File: config.mk
export PLATFORM = sky130hd
export DESIGN_NAME = linea_retardo
export DESIGN_NICKNAME = d
export VERILOG_FILES = /design/src/rtl/linea_retardo_pkg.sv /design/src/rtl/etapa_retardo.sv /design/src/rtl/linea_retardo.sv
export SDC_FILE = /design/constraint.sdc
export NUM_CORES = 1
export LEC_CHECK = 0
export BUFFER_PORTS_ARGS = -buffer_cell sky130_fd_sc_hd__buf_2
export CAP_MARGIN = 0
export CORE_MARGIN = 2
export CORE_UTILIZATION = 48
export CTS_CLUSTER_DIAMETER = 60
export DETAILED_ROUTE_END_ITERATION = 8
export PLACE_DENSITY_LB_ADDON = 0.2
export SLEW_MARGIN = 20
export SYNTH_ARGS = -nofsm -noshare
export SYNTH_HDL_FRONTEND = slang
export SYNTH_SLANG_ARGS = --single-unit
File: constraint.sdc
create_clock -name clk -period 1.6 [get_ports clk]
set_input_delay 0.08 -clock clk [delete_from_list [all_inputs] [get_ports clk]]
set_output_delay 0.08 -clock clk [all_outputs]
set_load 0.02 [all_outputs]
File: src/rtl/linea_retardo_pkg.sv
// Shared constants and sizing helper for the linea_retardo delay line.
package linea_retardo_pkg;

  localparam int DEF_WIDTH = 4;
  localparam int DEF_DEPTH = 3;
  localparam int TOTAL_W   = 8;

  // Bits needed to hold an occupancy count of 0..depth inclusive.
  function automatic int ocup_w(input int depth);
    return (depth < 1) ? 1 : $clog2(depth + 1);
  endfunction

endpackage

File: src/rtl/etapa_retardo.sv
// One valid+data stage of the delay line; one cycle per stage.
// stall holds the stage, flush clears it and wins over stall.
module etapa_retardo #(
  parameter int WIDTH = 4
) (
  input  logic             clk,
  input  logic             reset_L,
  input  logic             stall_i,
  input  logic             flush_i,
  input  logic             vld_i,
  input  logic [WIDTH-1:0] dat_i,
  output logic             vld_o,
  output logic [WIDTH-1:0] dat_o
);

  logic             vld_q, vld_d;
  logic [WIDTH-1:0] dat_q, dat_d;

  always_comb begin
    vld_d = vld_q;
    dat_d = dat_q;
    if (flush_i) begin
      vld_d = 1'b0;
      dat_d = '0;
    end else if (!stall_i) begin
      vld_d = vld_i;
      // An empty stage always carries zero data.
      dat_d = vld_i ? dat_i : '0;
    end
  end

  always_ff @(posedge clk or negedge reset_L) begin
    if (!reset_L) begin
      vld_q <= 1'b0;
      dat_q <= '0;
    end else begin
      vld_q <= vld_d;
      dat_q <= dat_d;
    end
  end

  assign vld_o = vld_q;
  assign dat_o = dat_q;

endmodule

File: src/rtl/linea_retardo.sv
// DEPTH-stage delay line with stall/flush, occupancy and saturating output count.
// Latency is DEPTH non-stalled edges; stall freezes everything and drops the input word.
module linea_retardo
  import linea_retardo_pkg::*;
#(
  parameter int WIDTH = DEF_WIDTH,
  parameter int DEPTH = DEF_DEPTH
) (
  input  logic                       clk,
  input  logic                       reset_L,
  input  logic                       valid_in,
  input  logic [WIDTH-1:0]           data_in,
  input  logic                       stall,
  input  logic                       flush,
  output logic                       valid_out,
  output logic [WIDTH-1:0]           data_out,
  output logic [ocup_w(DEPTH)-1:0]   ocupacion,
  output logic [TOTAL_W-1:0]         total_out
);

  localparam int OW = ocup_w(DEPTH);

  logic             stg_vld_in [DEPTH];
  logic [WIDTH-1:0] stg_dat_in [DEPTH];
  logic             stg_vld    [DEPTH];
  logic [WIDTH-1:0] stg_dat    [DEPTH];

  logic               advance;
  logic               enter_vld;
  logic               leave_vld;
  logic               last_load_vld;
  logic [OW-1:0]      ocup_q, ocup_d;
  logic [TOTAL_W-1:0] total_q, total_d;

  generate
    for (genvar k = 0; k < DEPTH; k++) begin : g_stage
      if (k == 0) begin : g_first
        assign stg_vld_in[k] = valid_in;
        assign stg_dat_in[k] = data_in;
      end else begin : g_next
        assign stg_vld_in[k] = stg_vld[k-1];
        assign stg_dat_in[k] = stg_dat[k-1];
      end

      etapa_retardo #(
        .WIDTH (WIDTH)
      ) u_etapa (
        .clk     (clk),
        .reset_L (reset_L),
        .stall_i (stall),
        .flush_i (flush),
        .vld_i   (stg_vld_in[k]),
        .dat_i   (stg_dat_in[k]),
        .vld_o   (stg_vld[k]),
        .dat_o   (stg_dat[k])
      );
    end
  endgenerate

  assign advance       = !stall && !flush;
  assign enter_vld     = valid_in;
  assign leave_vld     = stg_vld[DEPTH-1];
  assign last_load_vld = stg_vld_in[DEPTH-1];

  // Occupancy tracks the valid bit entering stage 0 against the one leaving the last stage.
  always_comb begin
    ocup_d = ocup_q;
    if (flush) begin
      ocup_d = '0;
    end else if (advance) begin
      if (enter_vld && !leave_vld) begin
        ocup_d = ocup_q + OW'(1);
      end else if (!enter_vld && leave_vld) begin
        ocup_d = ocup_q - OW'(1);
      end
    end
  end

  always_comb begin
    total_d = total_q;
    if (advance && last_load_vld && (total_q != {TOTAL_W{1'b1}})) begin
      total_d = total_q + TOTAL_W'(1);
    end
  end

  always_ff @(posedge clk or negedge reset_L) begin
    if (!reset_L) begin
      ocup_q  <= '0;
      total_q <= '0;
    end else begin
      ocup_q  <= ocup_d;
      total_q <= total_d;
    end
  end

  assign valid_out = stg_vld[DEPTH-1];
  assign data_out  = stg_dat[DEPTH-1];
  assign ocupacion = ocup_q;
  assign total_out = total_q;

endmodule

Word level (Yosys, flattened, before mapping). Index checks and enable logic that the tools add are counted.

Eq/ne operators: 2. $add $sub $neg: 3. Mux-type cells: 19. Order comparisons: 0. Divide/modulo/power cells: 0. Bitwise gates (word level): 0. Multipliers: 0. Reduce and logical (&&, ||, !) cells: 12. Shifts and indexed selects: 0.

Operators by type and width (number): $mux W4 (9); $add A8 B1 Y8 const B (1); $mux W2 (4); $ne A8 B8 Y1 const B (1); $mux W1 (6); $logic_and A1 B1 Y1 (5); $logic_not A1 Y1 (4); $reduce_bool A3 Y1 (1); $add A2 B1 Y2 const B (1); $ne A2 B1 Y1 const B (1); $reduce_and A2 Y1 (1); $reduce_bool A2 Y1 (1); $sub A2 B1 Y2 const B (1).

Bits in writable memories: 0. Bits in latches: 0. Output and inout port bits: 15. Memories kept: 0. Input port bits: 9. Logic and storage cells: 44. Register bits: 25. ROM bits: 0.

Depth between registers and ports, before layout.
Depth after elaboration: 6. Depth in mapped cells: 4. Depth with buffers taken out: 4.

Modules after synthesis. From an unflattened synthesis, not the netlist that was laid out.

Cell total of the unflattened synthesis: 111. Area total of the unflattened synthesis: 1172.4 µm².

Modules (own cells, without submodules): etapa_retardo (sequential area each 125.1 µm², times used 3, cells each 20, area each 215.2 µm²); linea_retardo (sequential area each 250.2 µm², times used 1, cells each 51, area each 526.8 µm²).

Worst setup path after synthesis. Ideal clock, no wire load.

Kind: register -> register. Start point: register g_stage[1].u_etapa.vld_q. End point: register total_q[7], in the netlist total_out[7]. Path buffers: 1. Setup time: 0.125 ns. Required time: 1.475 ns. Path slack: -0.006 ns. Period minus slack after synthesis: 1.606 ns. Stages on the path, launching flop included: 5. Data arrival time: 1.481 ns. Cells stage by stage: dfrtp_1 -> or3b_1 -> buf_2 -> nor4_2 -> mux2_2.

Word-level cells in the longest chain between the ends: 2.

RTL lines: from (decl) (line etapa_retardo.sv:16) `logic vld_q, vld_d;`; from (signal assigned) (line etapa_retardo.sv:37) `vld_q <= vld_d;`; $logic_and A1 B1 Y1 (2 in a row) (line linea_retardo.sv:81) `if (advance && last_load_vld && (total_q != {TOTAL_W{1'b1}})) begin`; to (signal assigned) (line linea_retardo.sv:92) `total_q <= total_d;`; to (decl) (line linea_retardo.sv:33) `logic [TOTAL_W-1:0] total_q, total_d;`.

No other way between the ends. A chain may end at the register's enable or synchronous reset.

Worst setup path in the final report.
Start point: register g_stage[1].u_etapa.vld_q. End point: register total_q[5], in the netlist total_out[5].

Same word-level chain as after synthesis.

==> run summary <==
layout cell share with drive strength beyond 1 - 26.4%
post-layout minimum cycle time - 1.53 ns
Post-Syn Nets - 126
Worst Hold Class - input port to register
most common cell after layout, fill and taps aside - dfrtp_1
post-synthesis async set-or-reset flop share - 100%
Gate power share - 15.3%
TritonCTS Sinks - 25
critical path launch point type - register
first-pass iteration count of the detailed router - 4
Pwr Total - 0.00115 W
number of I/O port buffers - 23
Synth Cell Area - 1190 µm²
routed vias/inst - 5.24
DRC viols - 0
crit-path max FO - 6
clock network power share - 23.8%
Filler cells - 223
commonest non-fill, non-tap cells in the layout - 25 x dfrtp_1, 23 x buf_2, 16 x a21oi_1
max-slew violation count - 0
Die W - 53.7 µm
largest family of logic cells by synthesized area - simple AND/OR/NAND/NOR gates
EDFF count, synth - 0
CTS tree - yes
sequential cell area - 626 µm²
Worst setup EP type - register
Skew-Pair Late Insertion Delay - 0.31 ns
Fin. Hold Viols - 0
syn avg cell area - 10.2 µm²
Worst EP arrival - 1.73 ns
count of final setup violators - 0
Area Overhead vs Synth - 15.6%
flops & latches, synth - 25
WL met2 - 979 µm
first-pass GRT wire length - 3570 µm
Antenna diodes - 0
pin count of the biggest net entering global routing - 32
setup_tns - 0 ns
max incr delay on CP - 0.45 ns
Top Ports - 24
GP Congestion - 0.713
post-CTS resize count - 0
NetSw - 0.000320 W
post-synthesis cell type count - 29
max layer used - met4
CTS clk-pin slew, worst paths - 0.14 ns
DPL Wire Length - 1440 µm
core area - 2410 µm²
Initial Util - 49.2%
WL/cell - 12.8 µm
setup ws final - 0.0720 ns
Switching Share - 27.8%
Tcrit/Tclk final - 95.5%
FMAX - 654 MHz
PD cells - 838 nW/µm²
met3 wire length - 72 µm
footprint of the multi-input gates - 526 µm²
Synth Area in Compound Gates - 10.1%
leakage - 0.633 nW
Slowest-stage cell, CP - or3b_1
Most used DFF post-synth - dfrtp_1
WS Path Type - register to register
vias in the first global route - 820
Die Y - 53.7 µm
total gr overflow - 0
clk_skew - 0.00393 ns
unrepaired setup endpoints after global routing - no
initial antenna violation count - 0
Initial DRC Count - 24
register area share after synthesis - 52.7%
Num CTS Buffers - 3
post-route ant nets - 0
Synth Area in XOR/XNOR - 1.48%
critical-path cell list - or3b_1 -> nor3_1 -> mux2_2
Max Buffers Root-to-Sink - 2
peak supply drop - 0.564 mV
Synth Area in Simple Gates - 23.3%
Metal-1 WL - 1100 µm
Data required, critical path - 1.80 ns
H-tree depth - 1
Via Count - 891
measured slew at the worst slew-check pin - 0.554 ns
Final #Nets - 151
status - complete, no violations
proportion of synthesized area in mux cells - 8.33%
cell count after synthesis - 116
maximum capacitance violations - 0
final wirelength - 2170 µm
synth warn - 0
Pint - 0.000830 W
adder-cell share of the synthesized area - 1.05%
Flop pwr share - 60.8%
die footprint - 2880 µm²
GRT Util Overall - 16.8%
Std-Cell Rows - 18
root buffer cell - clkbuf_4
DP Worst Slack - 0.0867 ns
Slew HR - 63.0%
cell usage after synthesis, types with 3 or more instances:
cell      number  area, µm²
a21oi_1       16       80.1
nand2_1       15       56.3
mux2i_1        5       50.1
nand3_1        3       15.0
dfrtp_1       25        626
nand3b_1      13       97.6
nor2_1         7       26.3
clkbuf_1       5       18.8
mux2_2         3       33.8
flip-flops by register name, indices dropped and copies added (netlist names):
signal and count:
total_out 8, g_stage.u_etapa.vld_o 3, ocupacion 2, g_stage.u_etapa.dat_o 12
worst max-delay path: cells and delay by family (launching register included):
family           cells  cell delay [ns]
multiplexers         1             0.36
flip-flops           1             0.37
AND/OR/NAND/NOR      2             0.69
layer usage:
metal	GRT usage, %	vias to the layer above
li1	-	455
met1	23.5	418
met2	26.8	16
met3	2.50	2
met4	5.13	0
met5	0	-
path summary, 6_finish.rpt:
check | cells after the start | slack (ns) | to | start
worst max-delay path | 3 | 0.07 | total_out[5]$_DFFE_PN0P_ | g_stage[1].u_etapa.vld_o$_DFFE_PN0P_
worst min-delay path | 3 | 0.02 | g_stage[0].u_etapa.dat_o[2]$_DFFE_PN0P_ | data_in[2]
worst max register to register | 3 | 0.07 | total_out[5]$_DFFE_PN0P_ | g_stage[1].u_etapa.vld_o$_DFFE_PN0P_
worst min register to register | 2 | 0.53 | g_stage[1].u_etapa.dat_o[2]$_DFFE_PN0P_ | g_stage[1].u_etapa.dat_o[2]$_DFFE_PN0P_
max in group asynchronous | 2 | 0.96 | total_out[2]$_DFFE_PN0P_ | reset_L
min in group asynchronous | 2 | 0.27 | g_stage[2].u_etapa.dat_o[2]$_DFFE_PN0P_ | reset_L
through the flow:
step | util (%) | instances | cell area [µm²] | hold slack [ns]
6_report | 56.9 | 170 | 1370 | 0.0205
5_1_grt | 56.9 | 170 | 1370 | 0.0101
4_1_cts | 56.9 | 170 | 1370 | 0.00821
3_5_place_dp | 55.3 | 165 | 1330 | 0.0996
3_3_place_gp | 55.3 | 165 | 1330 | 0.101
2_1_floorplan | - | 116 | 1190 | -0.216
logic make-up after synthesis:
family                     count (synthesis)
DFF                                       25
and+or+nand+nor                           49
buffers and inverters                      9
muxes                                      9
xor gates and xnor gates                   2
AOI/OAI and AO/OA                         21
adders and majority gates                  1
power by group through the flow:
stage | clock, W | combinational, W | sequential [W]
detailed placement | 0 | 0.000177 | 0.000713
global route | 0.000313 | 0.000196 | 0.000706
floorplan | 0 | 0.0000806 | 0.000736
CTS | 0.000287 | 0.000179 | 0.000700
global placement | 0 | 0.000174 | 0.000708
finish | 0.000274 | 0.000176 | 0.000699
repair_timing:
| item | 4_1_cts | 5_1_grt |
|---|---|---|
| hold buffers | 1 | 0 |
| endpoints found under the hold margin | 25 | 0 |
| buffers inserted | 0 | 0 |
cell type report:
| cell class | count | share of cell area, % |
|---|---|---|
| Clock buffer | 3 | 1.64 |
| Sequential cell | 25 | 45.6 |
| Tap cell | 30 | 2.74 |
| Clock inverter | 1 | 0.365 |
| Inverter | 2 | 0.547 |
| Multi-Input combinational cell | 82 | 38.3 |
| Timing Repair Buffer | 27 | 10.8 |
(Power assumes the default switching activity.)
